### config.mk
export PLATFORM = sky130hd
export DESIGN_NAME = ysyx_25060166_lsu_flat
export DESIGN_NICKNAME = d
export VERILOG_FILES = /design/src/rtl/ysyx_25060166_lsu_if.sv /design/src/rtl/ysyx_25060166_lsu.sv /design/src/flat_wrapper.sv
export SDC_FILE = /design/constraint.sdc
export NUM_CORES = 1
export LEC_CHECK = 0
export BUFFER_PORTS_ARGS = -buffer_cell sky130_fd_sc_hd__buf_4
export CAP_MARGIN = 30
export CELL_PAD_IN_SITES_DETAIL_PLACEMENT = 1
export CELL_PAD_IN_SITES_GLOBAL_PLACEMENT = 1
export CORE_ASPECT_RATIO = 1.5
export CORE_MARGIN = 2
export CORE_UTILIZATION = 37
export DETAILED_ROUTE_END_ITERATION = 7
export GPL_TIMING_DRIVEN = 0
export PLACE_DENSITY = 0.92
export SLEW_MARGIN = 25
export SYNTH_ARGS = -nofsm -noshare
export SYNTH_HDL_FRONTEND = slang
export SYNTH_SLANG_ARGS = --single-unit
export TNS_END_PERCENT = 10
### constraint.sdc
create_clock -name clk -period 8.65 [get_ports clk]
set_clock_uncertainty 0.1 [all_clocks]
set_input_delay 1.2975 -clock clk [delete_from_list [all_inputs] [get_ports clk]]
set_output_delay 1.2975 -clock clk [all_outputs]
set_load 0.005 [all_outputs]
### src/rtl/ysyx_25060166_lsu_if.sv
// Bundle of EXU request/response handshake and data-memory access signals for the LSU.
// Memory side: one access strobe per request; read data is sampled by the LSU on that edge.
interface ysyx_25060166_lsu_if #(
  parameter int AW = 32,
  parameter int DW = 32
);
  logic          req_valid;
  logic          req_ready;
  logic          req_we;
  logic [1:0]    req_size;
  logic          req_unsigned;
  logic [AW-1:0] req_addr;
  logic [DW-1:0] req_wdata;
  logic          resp_valid;
  logic          resp_ready;
  logic [DW-1:0] resp_rdata;
  logic          resp_err;
  logic          mem_valid;
  logic          mem_we;
  logic [31:0]   mem_addr;
  logic [2:0]    mem_len;
  logic [31:0]   mem_wdata;
  logic [31:0]   mem_rdata;

  modport master (
    output req_valid, req_we, req_size, req_unsigned, req_addr, req_wdata, resp_ready,
    input  req_ready, resp_valid, resp_rdata, resp_err
  );

  modport slave (
    input  req_valid, req_we, req_size, req_unsigned, req_addr, req_wdata, resp_ready, mem_rdata,
    output req_ready, resp_valid, resp_rdata, resp_err,
    output mem_valid, mem_we, mem_addr, mem_len, mem_wdata
  );

  modport mem (
    input  mem_valid, mem_we, mem_addr, mem_len, mem_wdata,
    output mem_rdata
  );
endinterface

### src/rtl/ysyx_25060166_lsu.sv
// Load/store unit: one outstanding request, memory access exactly LATENCY cycles after accept.
// Optional YSYX_25060166_LSU_ERR_EN: misaligned/size-3 requests fault instead of being force-aligned.
module ysyx_25060166_lsu #(
  parameter int AW      = 32,
  parameter int DW      = 32,
  parameter int LATENCY = 1
) (
  input logic                clk,
  input logic                rst,
  ysyx_25060166_lsu_if.slave bus
);
  typedef enum logic [1:0] {IDLE = 2'd0, WAIT = 2'd1, RESP = 2'd2} state_e;
  localparam logic [3:0] CNT_INIT = 4'(LATENCY - 1);

  state_e        state_q, state_d;
  logic [3:0]    cnt_q, cnt_d;
  logic          we_q, uns_q, fault_q;
  logic [1:0]    size_q;
  logic [AW-1:0] addr_q;
  logic [DW-1:0] wdata_q;
  logic [DW-1:0] rdata_q, rdata_d;
  logic          err_q, err_d;
  logic          accept_s, access_s, in_fault_s;
  logic [1:0]    in_size_s;
  logic [AW-1:0] in_addr_s;

  function automatic logic [31:0] load_ext(input logic [31:0] word, input logic [1:0] size,
                                           input logic uns, input logic [1:0] off);
    logic [7:0]  b;
    logic [15:0] h;
    logic [31:0] r;
    b = word[{off, 3'b000} +: 8];
    h = word[{off[1], 4'b0000} +: 16];
    case (size)
      2'd0:    r = {{24{b[7] & ~uns}}, b};
      2'd1:    r = {{16{h[15] & ~uns}}, h};
      default: r = word;
    endcase
    return r;
  endfunction

  assign accept_s = (state_q == IDLE) && bus.req_valid;
  assign access_s = (state_q == WAIT) && (cnt_q == 4'd0);

  // Request legality check (fault build) or force-alignment (default build)
  always_comb begin
    in_size_s  = bus.req_size;
    in_addr_s  = bus.req_addr;
    in_fault_s = 1'b0;
`ifdef YSYX_25060166_LSU_ERR_EN
    case (bus.req_size)
      2'd0:    in_fault_s = 1'b0;
      2'd1:    in_fault_s = bus.req_addr[0];
      2'd2:    in_fault_s = (bus.req_addr[1:0] != 2'b00);
      default: in_fault_s = 1'b1;
    endcase
`else
    case (bus.req_size)
      2'd0:    in_addr_s = bus.req_addr;
      2'd1:    in_addr_s = {bus.req_addr[AW-1:1], 1'b0};
      default: begin
        in_size_s = 2'd2;
        in_addr_s = {bus.req_addr[AW-1:2], 2'b00};
      end
    endcase
`endif
  end

  // Next-state, countdown and response capture
  always_comb begin
    state_d = state_q;
    cnt_d   = cnt_q;
    rdata_d = rdata_q;
    err_d   = err_q;
    case (state_q)
      IDLE: begin
        if (accept_s) begin
          state_d = WAIT;
          cnt_d   = CNT_INIT;
        end else begin
          state_d = IDLE;
        end
      end
      WAIT: begin
        if (access_s) begin
          state_d = RESP;
          err_d   = fault_q;
          rdata_d = (fault_q || we_q) ? {DW{1'b0}} : load_ext(bus.mem_rdata, size_q, uns_q, addr_q[1:0]);
        end else begin
          cnt_d = cnt_q - 4'd1;
        end
      end
      RESP: begin
        if (bus.resp_ready) begin
          state_d = IDLE;
        end else begin
          state_d = RESP;
        end
      end
      default: state_d = IDLE;
    endcase
  end

  // State, counter and response registers
  always_ff @(posedge clk or posedge rst) begin
    if (rst) begin
      state_q <= IDLE;
      cnt_q   <= 4'd0;
      rdata_q <= {DW{1'b0}};
      err_q   <= 1'b0;
    end else begin
      state_q <= state_d;
      cnt_q   <= cnt_d;
      rdata_q <= rdata_d;
      err_q   <= err_d;
    end
  end

  // Request capture; fields stay frozen until the next accept
  always_ff @(posedge clk or posedge rst) begin
    if (rst) begin
      we_q    <= 1'b0;
      uns_q   <= 1'b0;
      fault_q <= 1'b0;
      size_q  <= 2'd0;
      addr_q  <= {AW{1'b0}};
      wdata_q <= {DW{1'b0}};
    end else if (accept_s) begin
      we_q    <= bus.req_we;
      uns_q   <= bus.req_unsigned;
      fault_q <= in_fault_s;
      size_q  <= in_size_s;
      addr_q  <= in_addr_s;
      wdata_q <= bus.req_wdata;
    end else begin
      we_q    <= we_q;
      uns_q   <= uns_q;
      fault_q <= fault_q;
      size_q  <= size_q;
      addr_q  <= addr_q;
      wdata_q <= wdata_q;
    end
  end

  // Store length and right-aligned, zero-padded store data
  always_comb begin
    bus.mem_len   = 3'd4;
    bus.mem_wdata = wdata_q[31:0];
    case (size_q)
      2'd0: begin
        bus.mem_len   = 3'd1;
        bus.mem_wdata = {24'h000000, wdata_q[7:0]};
      end
      2'd1: begin
        bus.mem_len   = 3'd2;
        bus.mem_wdata = {16'h0000, wdata_q[15:0]};
      end
      default: begin
        bus.mem_len   = 3'd4;
        bus.mem_wdata = wdata_q[31:0];
      end
    endcase
  end

  assign bus.mem_valid  = access_s && !fault_q;
  assign bus.mem_we     = we_q;
  assign bus.mem_addr   = we_q ? 32'(addr_q) : 32'({addr_q[AW-1:2], 2'b00});
  assign bus.req_ready  = (state_q == IDLE);
  assign bus.resp_valid = (state_q == RESP);
  assign bus.resp_rdata = rdata_q;
  assign bus.resp_err   = err_q;
endmodule

### src/flat_wrapper.sv
// flat-port wrapper written by rule: the top's interface ports become plain ports
module ysyx_25060166_lsu_flat 
#(
  parameter int AW      = 32,
  parameter int DW      = 32,
  parameter int LATENCY = 1
)
  (clk, rst, bus_req_valid, bus_req_we, bus_req_size, bus_req_unsigned, bus_req_addr, bus_req_wdata, bus_resp_ready, bus_mem_rdata, bus_req_ready, bus_resp_valid, bus_resp_rdata, bus_resp_err, bus_mem_valid, bus_mem_we, bus_mem_addr, bus_mem_len, bus_mem_wdata);
  ysyx_25060166_lsu_if #(.AW(AW), .DW(DW)) bus_i ();
  input logic clk;
  input logic rst;
  input wire logic [$bits(bus_i.req_valid)-1:0] bus_req_valid;
  input wire logic [$bits(bus_i.req_we)-1:0] bus_req_we;
  input wire logic [$bits(bus_i.req_size)-1:0] bus_req_size;
  input wire logic [$bits(bus_i.req_unsigned)-1:0] bus_req_unsigned;
  input wire logic [$bits(bus_i.req_addr)-1:0] bus_req_addr;
  input wire logic [$bits(bus_i.req_wdata)-1:0] bus_req_wdata;
  input wire logic [$bits(bus_i.resp_ready)-1:0] bus_resp_ready;
  input wire logic [$bits(bus_i.mem_rdata)-1:0] bus_mem_rdata;
  output wire logic [$bits(bus_i.req_ready)-1:0] bus_req_ready;
  output wire logic [$bits(bus_i.resp_valid)-1:0] bus_resp_valid;
  output wire logic [$bits(bus_i.resp_rdata)-1:0] bus_resp_rdata;
  output wire logic [$bits(bus_i.resp_err)-1:0] bus_resp_err;
  output wire logic [$bits(bus_i.mem_valid)-1:0] bus_mem_valid;
  output wire logic [$bits(bus_i.mem_we)-1:0] bus_mem_we;
  output wire logic [$bits(bus_i.mem_addr)-1:0] bus_mem_addr;
  output wire logic [$bits(bus_i.mem_len)-1:0] bus_mem_len;
  output wire logic [$bits(bus_i.mem_wdata)-1:0] bus_mem_wdata;
  assign bus_i.req_valid = bus_req_valid;
  assign bus_i.req_we = bus_req_we;
  assign bus_i.req_size = bus_req_size;
  assign bus_i.req_unsigned = bus_req_unsigned;
  assign bus_i.req_addr = bus_req_addr;
  assign bus_i.req_wdata = bus_req_wdata;
  assign bus_i.resp_ready = bus_resp_ready;
  assign bus_i.mem_rdata = bus_mem_rdata;
  assign bus_req_ready = bus_i.req_ready;
  assign bus_resp_valid = bus_i.resp_valid;
  assign bus_resp_rdata = bus_i.resp_rdata;
  assign bus_resp_err = bus_i.resp_err;
  assign bus_mem_valid = bus_i.mem_valid;
  assign bus_mem_we = bus_i.mem_we;
  assign bus_mem_addr = bus_i.mem_addr;
  assign bus_mem_len = bus_i.mem_len;
  assign bus_mem_wdata = bus_i.mem_wdata;
  ysyx_25060166_lsu #(.AW(AW), .DW(DW), .LATENCY(LATENCY)) u_core (.clk(clk), .rst(rst), .bus(bus_i));
endmodule
## After elaboration in Yosys (flattened, before gate mapping)

Index checks and enable logic that the tools add are counted.

| operators by class | value |
|---|---|
| add/subtract/negate cells | 1 |
| multiply operators | 0 |
| divide/modulo/power cells | 0 |
| $lt $le $gt $ge | 0 |
| eq/ne operators | 7 |
| shifts and indexed selects | 2 |
| mux-type cells | 14 |
| bitwise logic cells | 3 |
| reductions and logical operators | 10 |

Operators by type and width:

| kind | count |
|---|---|
| 32-bit case mux with 2 select lines | 2 |
| 32-bit 2-to-1 mux | 1 |
| 32-bit by 6-bit indexed part select with 16-bit output | 1 |
| 32-bit by 6-bit indexed part select with 8-bit output | 1 |
| 2-bit 2-to-1 mux | 4 |
| 4-bit 2-to-1 mux | 2 |
| 4-bit case mux with 2 select lines | 1 |
| 2-bit by 1-bit equality test with 1-bit output (second input constant) | 3 |
| 2-bit zero test | 3 |
| 2-bit case mux with 3 select lines | 1 |
| 3-bit case mux with 2 select lines | 1 |
| 4-bit zero test | 1 |
| 2-bit by 1-bit != test with 1-bit output (second input constant) | 2 |
| 2-bit case mux with 2 select lines | 1 |
| 4-bit by 1-bit subtractor with 4-bit output (second input constant) | 1 |
| 3-bit AND reduction | 1 |
| 1-bit bitwise AND | 2 |
| 2-bit equality test (second input constant) | 1 |
| 1-bit logical AND | 2 |
| 2-bit != test (second input constant) | 1 |
| 2-bit AND reduction | 1 |
| 2-bit nonzero test | 1 |
| 2-bit OR reduction | 1 |
| 1-bit 2-to-1 mux | 1 |
| 1-bit NOT | 1 |

| storage, ports and cells | value |
|---|---|
| bits in registers | 106 |
| bits in latches | 0 |
| RAM bits | 0 |
| bits in read-only memories | 0 |
| output and inout bits | 104 |
| memories | 0 |

## Longest topological paths before layout

Gate-level depths: netlist of the first run.

| depth | value |
|---|---|
| depth after elaboration | 4 |
| gate-level depth with buffers | 8 |
| mapped depth without buffers | 6 |

## Worst setup path before layout of the first run

OpenSTA, ideal clock, no wires.

| timing path | value |
|---|---|
| kind | flip-flop to output port |
| from | register u_core.cnt_q[0] |
| to | output bus_mem_valid |
| arrival time | 1.265 ns |
| slack | 5.987 ns |
| stages on the path, launching flop included | 7 |
| cells stage by stage | dfrtp_1 inv_1 ha_1 nor3b_1 nand2_1 clkbuf_1 inv_1 |

| between the ends | value |
|---|---|
| cells in the longest elaborated chain, start to end | 2 |

RTL lines:

| what | RTL line | text |
|---|---|---|
| start, declared | ysyx_25060166_lsu.sv:16 | `logic [3:0] cnt_q, cnt_d;` |
| start signal, assigned | ysyx_25060166_lsu.sv:113 | `cnt_q <= cnt_d;` |
| 4-bit zero test | ysyx_25060166_lsu.sv:43 | `assign access_s = (state_q == WAIT) && (cnt_q == 4'd0);` |
| 1-bit logical AND | ysyx_25060166_lsu.sv:43 |  |
| end, declared | flat_wrapper.sv:24 | `output wire logic [$bits(bus_i.mem_valid)-1:0] bus_mem_valid;` |

Every way passes these cells.

## Worst setup path in the final report of the first run

| timing path | value |
|---|---|
| from | register u_core.size_q[1] |
| to | output bus_mem_wdata[16] |

| between the ends | value |
|---|---|
| cells in the longest elaborated chain, start to end | 2 |

RTL lines:

| what | RTL line | text |
|---|---|---|
| start, declared | ysyx_25060166_lsu.sv:18 | `logic [1:0] size_q;` |
| start signal, assigned | ysyx_25060166_lsu.sv:132 | `size_q <= in_size_s;` |
| start signal, assigned | ysyx_25060166_lsu.sv:139 | `size_q <= size_q;` |
| 2-bit by 1-bit equality test with 1-bit output or 2-bit zero test (tied branches) | ysyx_25060166_lsu.sv:149 | `case (size_q)` |
| 32-bit case mux with 2 select lines * | ysyx_25060166_lsu.sv:149 |  |
| end, declared | flat_wrapper.sv:28 | `output wire logic [$bits(bus_i.mem_wdata)-1:0] bus_mem_wdata;` |

Every way passes the cells marked *; elsewhere a longest branch is shown, timed or not.

==> results of run 1 <==
[cell usage after synthesis (all sizes together)]
cell type	number	area (µm²)
nand2	222	833
dfrtp	106	2650
buf	43	324
clkbuf	27	101
and2	21	131
a221o	16	176
inv	14	52.6
nor2b	12	75.1
mux2	9	101
o21ai	9	45.0
a21o	8	60.1
a221oi	8	70.1
a222oi	7	70.1
nor2	7	26.3
nand3	4	20.0
a21oi	2	10.0
mux2i	2	20.0
nand3b	2	15.0
nor3	2	10.0
nor3b	2	15.0
nor4	2	27.5
xor2	2	17.5
a32oi	1	8.76
conb	1	3.75
ha	1	12.5
mux4	1	22.5
nand2b	1	6.26
o21bai	1	7.51
o22ai	1	6.26
o31ai	1	7.51
or3	1	6.26
or3b	1	11.3
[per-layer routing]
metal | vias up | global-route usage, % | part of all wire (%)
met5 | - | 0 | 0
met4 | 0 | 10.6 | 3.9
met3 | 39 | 4.66 | 6.5
met2 | 207 | 44.3 | 54
met1 | 2312 | 25.1 | 35
li1 | 2144 | - | -
[logic make-up (layout without fill, tap and decap cells)]
logic type / count (synthesis) / after routing / share of synthesized area (%)
and+or+nand+nor: 277 / 277 / 23.8
DFF: 106 / 106 / 53.6
buffers and inverters: 84 / 307 / 9.66
AOI/OAI and AO/OA: 54 / 54 / 9.33
muxes: 12 / 12 / 2.91
xor gates and xnor gates: 2 / 2 / 0.354
adders and majority gates: 1 / 1 / 0.253
other: 1 / 1 / 0.0758
[power groups by stage]
stage	Sequential [W]	Clock (W)	Combinational (W)
2_1_floorplan	0.000826	0	0.000646
3_3_place_gp	0.000844	0	0.00113
3_5_place_dp	0.000865	0	0.00119
4_1_cts	0.000856	0.000442	0.00121
5_1_grt	0.000883	0.000458	0.00130
6_report	0.000856	0.000433	0.00119
[worst register-to-register path: stages (launching register included)]
cell and delay, ps:
dfrtp_1 420, inv_1 80, ha_1 170, or3b_4 420
nor3_1 340, and2_1 190, buf_1 260, clkbuf_1 420
a221o_1 240
[sequential cells by signal, summed over array words and instances (netlist names)]
name and cells:
u_core.cnt_q 4, u_core.size_q 2, u_core.wdata_q 32, u_core.addr_q 32, u_core.state_q 2, u_core.bus.mem_we 1
u_core.uns_q 1, u_core.bus.resp_rdata 32
[how the worst max path moves through the flow]
stage / start / slack [ps] / endpoint / cells after the start
finish: u_core.size_q[1]$_DFFE_PP0P_ / 5080 / bus_mem_wdata[16] / 5
global route: u_core.size_q[1]$_DFFE_PP0P_ / 4940 / bus_mem_wdata[28] / 5
CTS: u_core.size_q[1]$_DFFE_PP0P_ / 5050 / bus_mem_wdata[28] / 5
detailed placement: u_core.size_q[1]$_DFFE_PP0P_ / 5460 / bus_mem_wdata[27] / 5
global placement: rst / 3250 / u_core.bus.resp_rdata[10]$_DFFE_PP0P_ / 2
floorplan: rst / 4460 / u_core.addr_q[0]$_DFFE_PP0P_ / 1
[metrics by stage]
stage                     worst slack [ps]  instances  hold slack [ps]  instance area (µm²)  utilization (%)
after floorplan                       4460        537              337                 4950                -
after detailed placement              5460        903              361                 6730             51.7
final                                 5080        919              373                 7040             54.1
after global routing                  4940        919              390                 7040             54.1
after CTS                             5050        919              379                 7040             54.1
after global placement                3250        902              351                 6690             51.4
[area by class of cell]
| cell class | count | area share (%) |
|---|---|---|
| multi-input cells | 347 | 25.8 |
| clock inverters | 5 | 0.871 |
| plain buffers | 70 | 6.04 |
| flip-flops and latches | 106 | 37.7 |
| repair buffers | 207 | 22.4 |
| clock buffers | 11 | 3.59 |
| inverters | 14 | 0.818 |
| well taps | 159 | 2.83 |
==> impl_metrics.json, run 1 <==
{
  "start_kind": "flip-flop",
  "ir_drop_uv": 137,
  "clkPwrFrac_pct": 17.5,
  "die-area_um2": 14300,
  "worst_pin_slew_ps": 964,
  "grt_use_total_pct": 23.7,
  "post-dp-hpwl_mm": 13.3,
  "crit_path_end_kind": "output port",
  "layout-drive-gt1-share_pct": 38.3,
  "avgViaCountPerCell": 5.12,
  "core_um2": 13000,
  "maxCapViolations": 0,
  "p_per_area_nw_per_um2": 352,
  "synth_nets": 642,
  "min_period_over_period_pct": 41.3,
  "gr-total-overflow": 0,
  "clock-root-buffer": "clkbuf_16",
  "holdPathStages": 2,
  "syn_inst": 537,
  "path_clk_slew_ps": 70,
  "post_cts_buffers": 0,
  "cts_inserted_buffers": 9,
  "cts.sinks": 106,
  "swShare_pct": 36.9,
  "ys_types": 38,
  "drt-initial-drc-count": 121,
  "die_w_um": 98.4,
  "path_max_fanout": 10,
  "netlist_area_um2": 4950,
  "postCtsHoldBufs": 0,
  "drt-total-wl_mm": 17.1,
  "start_util_pct": 38.0,
  "holdCritPathClass": "reg -> reg",
  "avgSynthCellArea_um2": 9.21,
  "final_common_cell": "buf_4",
  "ys_seq_area_share_pct": 53.6,
  "seqCellArea_um2": 2650,
  "fmax_ghz": 0.280,
  "ys_ff_latch": 106,
  "final_cell_mix": "buf_4, nand2_1, dfrtp_1",
  "die_y_um": 146,
  "rsz0062_at_grt": "no",
  "worstSetupPathType": "reg -> out",
  "slowest_stage": "clkbuf_1",
  "insertion_delay_ps": 350,
  "cp.arrival_ps": 2170,
  "gp_congestion": 0.884,
  "fp-row-count": 51,
  "vias": 4702,
  "r2r_start": "u_core.cnt_q[1]$_DFFE_PP0P_",
  "setup_violations": 0,
  "io_buffers": 206,
  "path_buf_inv": 4,
  "tns_ps": 0,
  "grt_max_degree": 55,
  "crit_top_cell": "clkbuf_1",
  "maxSlewViolCount": 0,
  "timing.rr.end": "u_core.bus.resp_rdata[31]$_DFFE_PP0P_",
  "r2r_slack_ps": 5960,
  "crit_path_max_incr_delay_ps": 430,
  "relSlewSlack_pct": 35.5,
  "fillers": 1564,
  "tritoncts": "yes",
  "antenna_found_initial": 0,
  "power.internal_w": 0.00156,
  "clk_path_buf_depth": 2,
  "wire_per_inst_um": 18.6,
  "switching_power_w": 0.000916,
  "finalPower_w": 0.00248,
  "boundaryPins": 208,
  "required_ps": 7250,
  "cp_top_family": "buffers and inverters",
  "multi_input_area_um2": 1820,
  "antenna_left": 0,
  "post_cts_resized": 0,
  "diodes": 0,
  "first_global_vias": 5193,
  "min_to": "u_core.wdata_q[15]$_DFFE_PP0P_",
  "grt_pass1_wl_mm": 26.8,
  "p_leak_nw": 3.83,
  "nNetsFinal": 860,
  "pwr-share-comb_pct": 48.0,
  "detail_route.first_pass.iterations": 5,
  "yosysWarnings": 0,
  "path_cells": "clkbuf_1 > clkbuf_1 > clkbuf_1 > and2_1 > buf_4",
  "drc": 0,
  "areaGrowthSynthToFinish_pct": 42.3,
  "cts_max_level": 3,
  "period_minus_slack_ps": 3570,
  "seq_power_share_pct": 34.5,
  "r2r_cells": 8,
  "outcome": "completed",
  "finalHoldViolCount": 0,
  "min_from": "u_core.wdata_q[15]$_DFFE_PP0P_"
}
Note: power is estimated with default switching activity, not from simulation.
==> run 2, diff against run 1 <==
--- a/config.mk
+++ b/config.mk
@@ -11,10 +11,10 @@
 export CELL_PAD_IN_SITES_GLOBAL_PLACEMENT = 1
 export CORE_ASPECT_RATIO = 1.5
 export CORE_MARGIN = 2
-export CORE_UTILIZATION = 37
+export CORE_UTILIZATION = 35
 export DETAILED_ROUTE_END_ITERATION = 7
 export GPL_TIMING_DRIVEN = 0
-export PLACE_DENSITY = 0.92
+export PLACE_DENSITY = 0.88
 export SLEW_MARGIN = 25
 export SYNTH_ARGS = -nofsm -noshare
 export SYNTH_HDL_FRONTEND = slang
==> constraint.sdc (replaced) <==
create_clock -name clk -period 3.7 [get_ports clk]
set_clock_uncertainty 0.1 [all_clocks]
set_input_delay 0.555 -clock clk [delete_from_list [all_inputs] [get_ports clk]]
set_output_delay 0.555 -clock clk [all_outputs]
set_load 0.005 [all_outputs]
==> run 2 against run 1 <==
Net effect:
- utilization decreased by 3.8 points
- final cell count up 0.54%
- register-to-register slack got worse by 5000 ps
- sequential power up 130%
- sequential share of layout area is 0.21 points higher
- critical path depth increased by 2
- final area decreased by 0.55%
- worst hold slack worse by 260 ps
- critical endpoint is now bus_mem_valid
- highest routed layer is now met5
==> impl_metrics.json, run 2 (synthesis gave the netlist of run 1 again) <==
{
  "cp_top_family": "buffers and inverters",
  "cts_inserted_buffers": 9,
  "first_global_vias": 5068,
  "min_period_over_period_pct": 75.5,
  "fillers": 1653,
  "vias": 4623,
  "gr-total-overflow": 0,
  "clk_path_buf_depth": 2,
  "period_minus_slack_ps": 2790,
  "seqCellArea_um2": 2650,
  "post-dp-hpwl_mm": 12.8,
  "design_area_um2": 7000,
  "die-area_um2": 15100,
  "core_um2": 13900,
  "fp-row-count": 53,
  "io_buffers": 206,
  "worst_pin_slew_ps": 899,
  "worstSetupPathType": "reg -> out",
  "crit_path_max_incr_delay_ps": 420,
  "drt-total-wl_mm": 16.2,
  "diodes": 0,
  "path_buf_inv": 4,
  "nNetsFinal": 860,
  "drt-initial-drc-count": 195,
  "avgViaCountPerCell": 5.00,
  "fmax_ghz": 0.358,
  "antenna_left": 0,
  "drc": 0,
  "path_max_fanout": 10,
  "finalPower_w": 0.00563,
  "maxCapViolations": 0,
  "slowest_stage": "dfrtp_1",
  "final_common_cell": "buf_4",
  "crit_path_end_kind": "output port",
  "boundaryPins": 208,
  "tritoncts": "yes",
  "required_ps": 3040,
  "p_leak_nw": 3.81,
  "grt_use_total_pct": 21.6,
  "relSlewSlack_pct": 39.9,
  "finalHoldViolCount": 0,
  "holdCritPathClass": "in -> async",
  "outcome": "completed",
  "p_per_area_nw_per_um2": 805,
  "place_area_um2": 6730,
  "grt_pass1_wl_mm": 25.6,
  "layout-drive-gt1-share_pct": 38.2,
  "cts.sinks": 106,
  "die_w_um": 101,
  "crit_top_cell": "inv_1",
  "areaGrowthSynthToFinish_pct": 41.5,
  "postCtsHoldBufs": 0,
  "multi_input_area_um2": 1820,
  "final_cell_mix": "buf_4, nand2_1, dfrtp_1",
  "cts_max_level": 3,
  "r2r_slack_ps": 970,
  "path_clk_slew_ps": 70,
  "detail_route.first_pass.iterations": 4,
  "post-place-ws_ps": 1060,
  "gp_congestion": 0.898,
  "post_cts_resized": 0,
  "wire_per_inst_um": 17.5,
  "start_kind": "flip-flop",
  "r2r_start": "u_core.cnt_q[0]$_DFFE_PP0P_",
  "antenna_found_initial": 0,
  "maxSlewViolCount": 0,
  "grt_max_degree": 69,
  "insertion_delay_ps": 340,
  "r2r_cells": 8,
  "hold_slack_ps": 117,
  "timing.rr.end": "u_core.bus.resp_rdata[17]$_DFFE_PP0P_",
  "setup_ws_ps": 907,
  "path_cells": "inv_1 > ha_1 > nor3b_1 > nand2_1 > clkbuf_1 > inv_1 > buf_4",
  "post_cts_buffers": 0,
  "ir_drop_uv": 309,
  "rsz0062_at_grt": "no",
  "clock-root-buffer": "clkbuf_16",
  "setup_violations": 0,
  "cp.arrival_ps": 2140,
  "start_util_pct": 35.5,
  "die_y_um": 150
}
run 2: cell types whose count changed in the layout (fill, tap and decap cells not counted):
cell        delta
inv_6          +1
bufinv_16      -1
clkinvlp_4     -1
clkinv_2       +2
clkbuf_8       -2
run 2: how the worst max path moves through the flow:
| stage | startpoint | to | slack, ps | depth (start not counted) |
|---|---|---|---|---|
| 6_report | u_core.cnt_q[0]$_DFFE_PP0P_ | bus_mem_valid | 910 | 7 |
| 5_1_grt | u_core.size_q[1]$_DFFE_PP0P_ | bus_mem_wdata[30] | 770 | 5 |
| 4_1_cts | u_core.size_q[1]$_DFFE_PP0P_ | bus_mem_wdata[28] | 850 | 5 |
| 3_5_place_dp | u_core.cnt_q[0]$_DFFE_PP0P_ | u_core.bus.resp_rdata[26]$_DFFE_PP0P_ | 1060 | 8 |
| 3_3_place_gp | rst | u_core.bus.resp_rdata[26]$_DFFE_PP0P_ | -1030 | 2 |
| 2_1_floorplan | rst | u_core.addr_q[0]$_DFFE_PP0P_ | 260 | 1 |
run 2: cell type report:
type / instances / area share, %
sequential: 106 / 37.9
multi-input combinational: 347 / 26.0
timing repair buffer: 207 / 22.5
buffer: 70 / 6.08
clock buffer: 9 / 3.22
tap: 165 / 2.95
inverter: 14 / 0.822
clock inverter: 6 / 0.608
run 2: power breakdown:
| group | switching [W] | internal, W | total (W) |
|---|---|---|---|
| logic | 0.00135 | 0.00142 | 0.00276 |
| registers | 0.000311 | 0.00167 | 0.00199 |
| clock network | 0.000431 | 0.000456 | 0.000887 |
run 2: per-stage QoR:
step,util (%),setup TNS [ps],std cells
global placement,48.1,-108980,908
finish,50.3,0,924
detailed placement,48.3,0,909
global route,50.3,0,924
floorplan,-,0,537
CTS,50.3,0,924
run 2: routing by layer:
layer  up-vias  GRT usage, %  share of wire (%)
li1       2139             -                  -
met1      2255          23.0                 36
met2       194          39.7                 53
met3        33          5.18                7.3
met4         2          9.59                3.8
met5         -             0              0.031
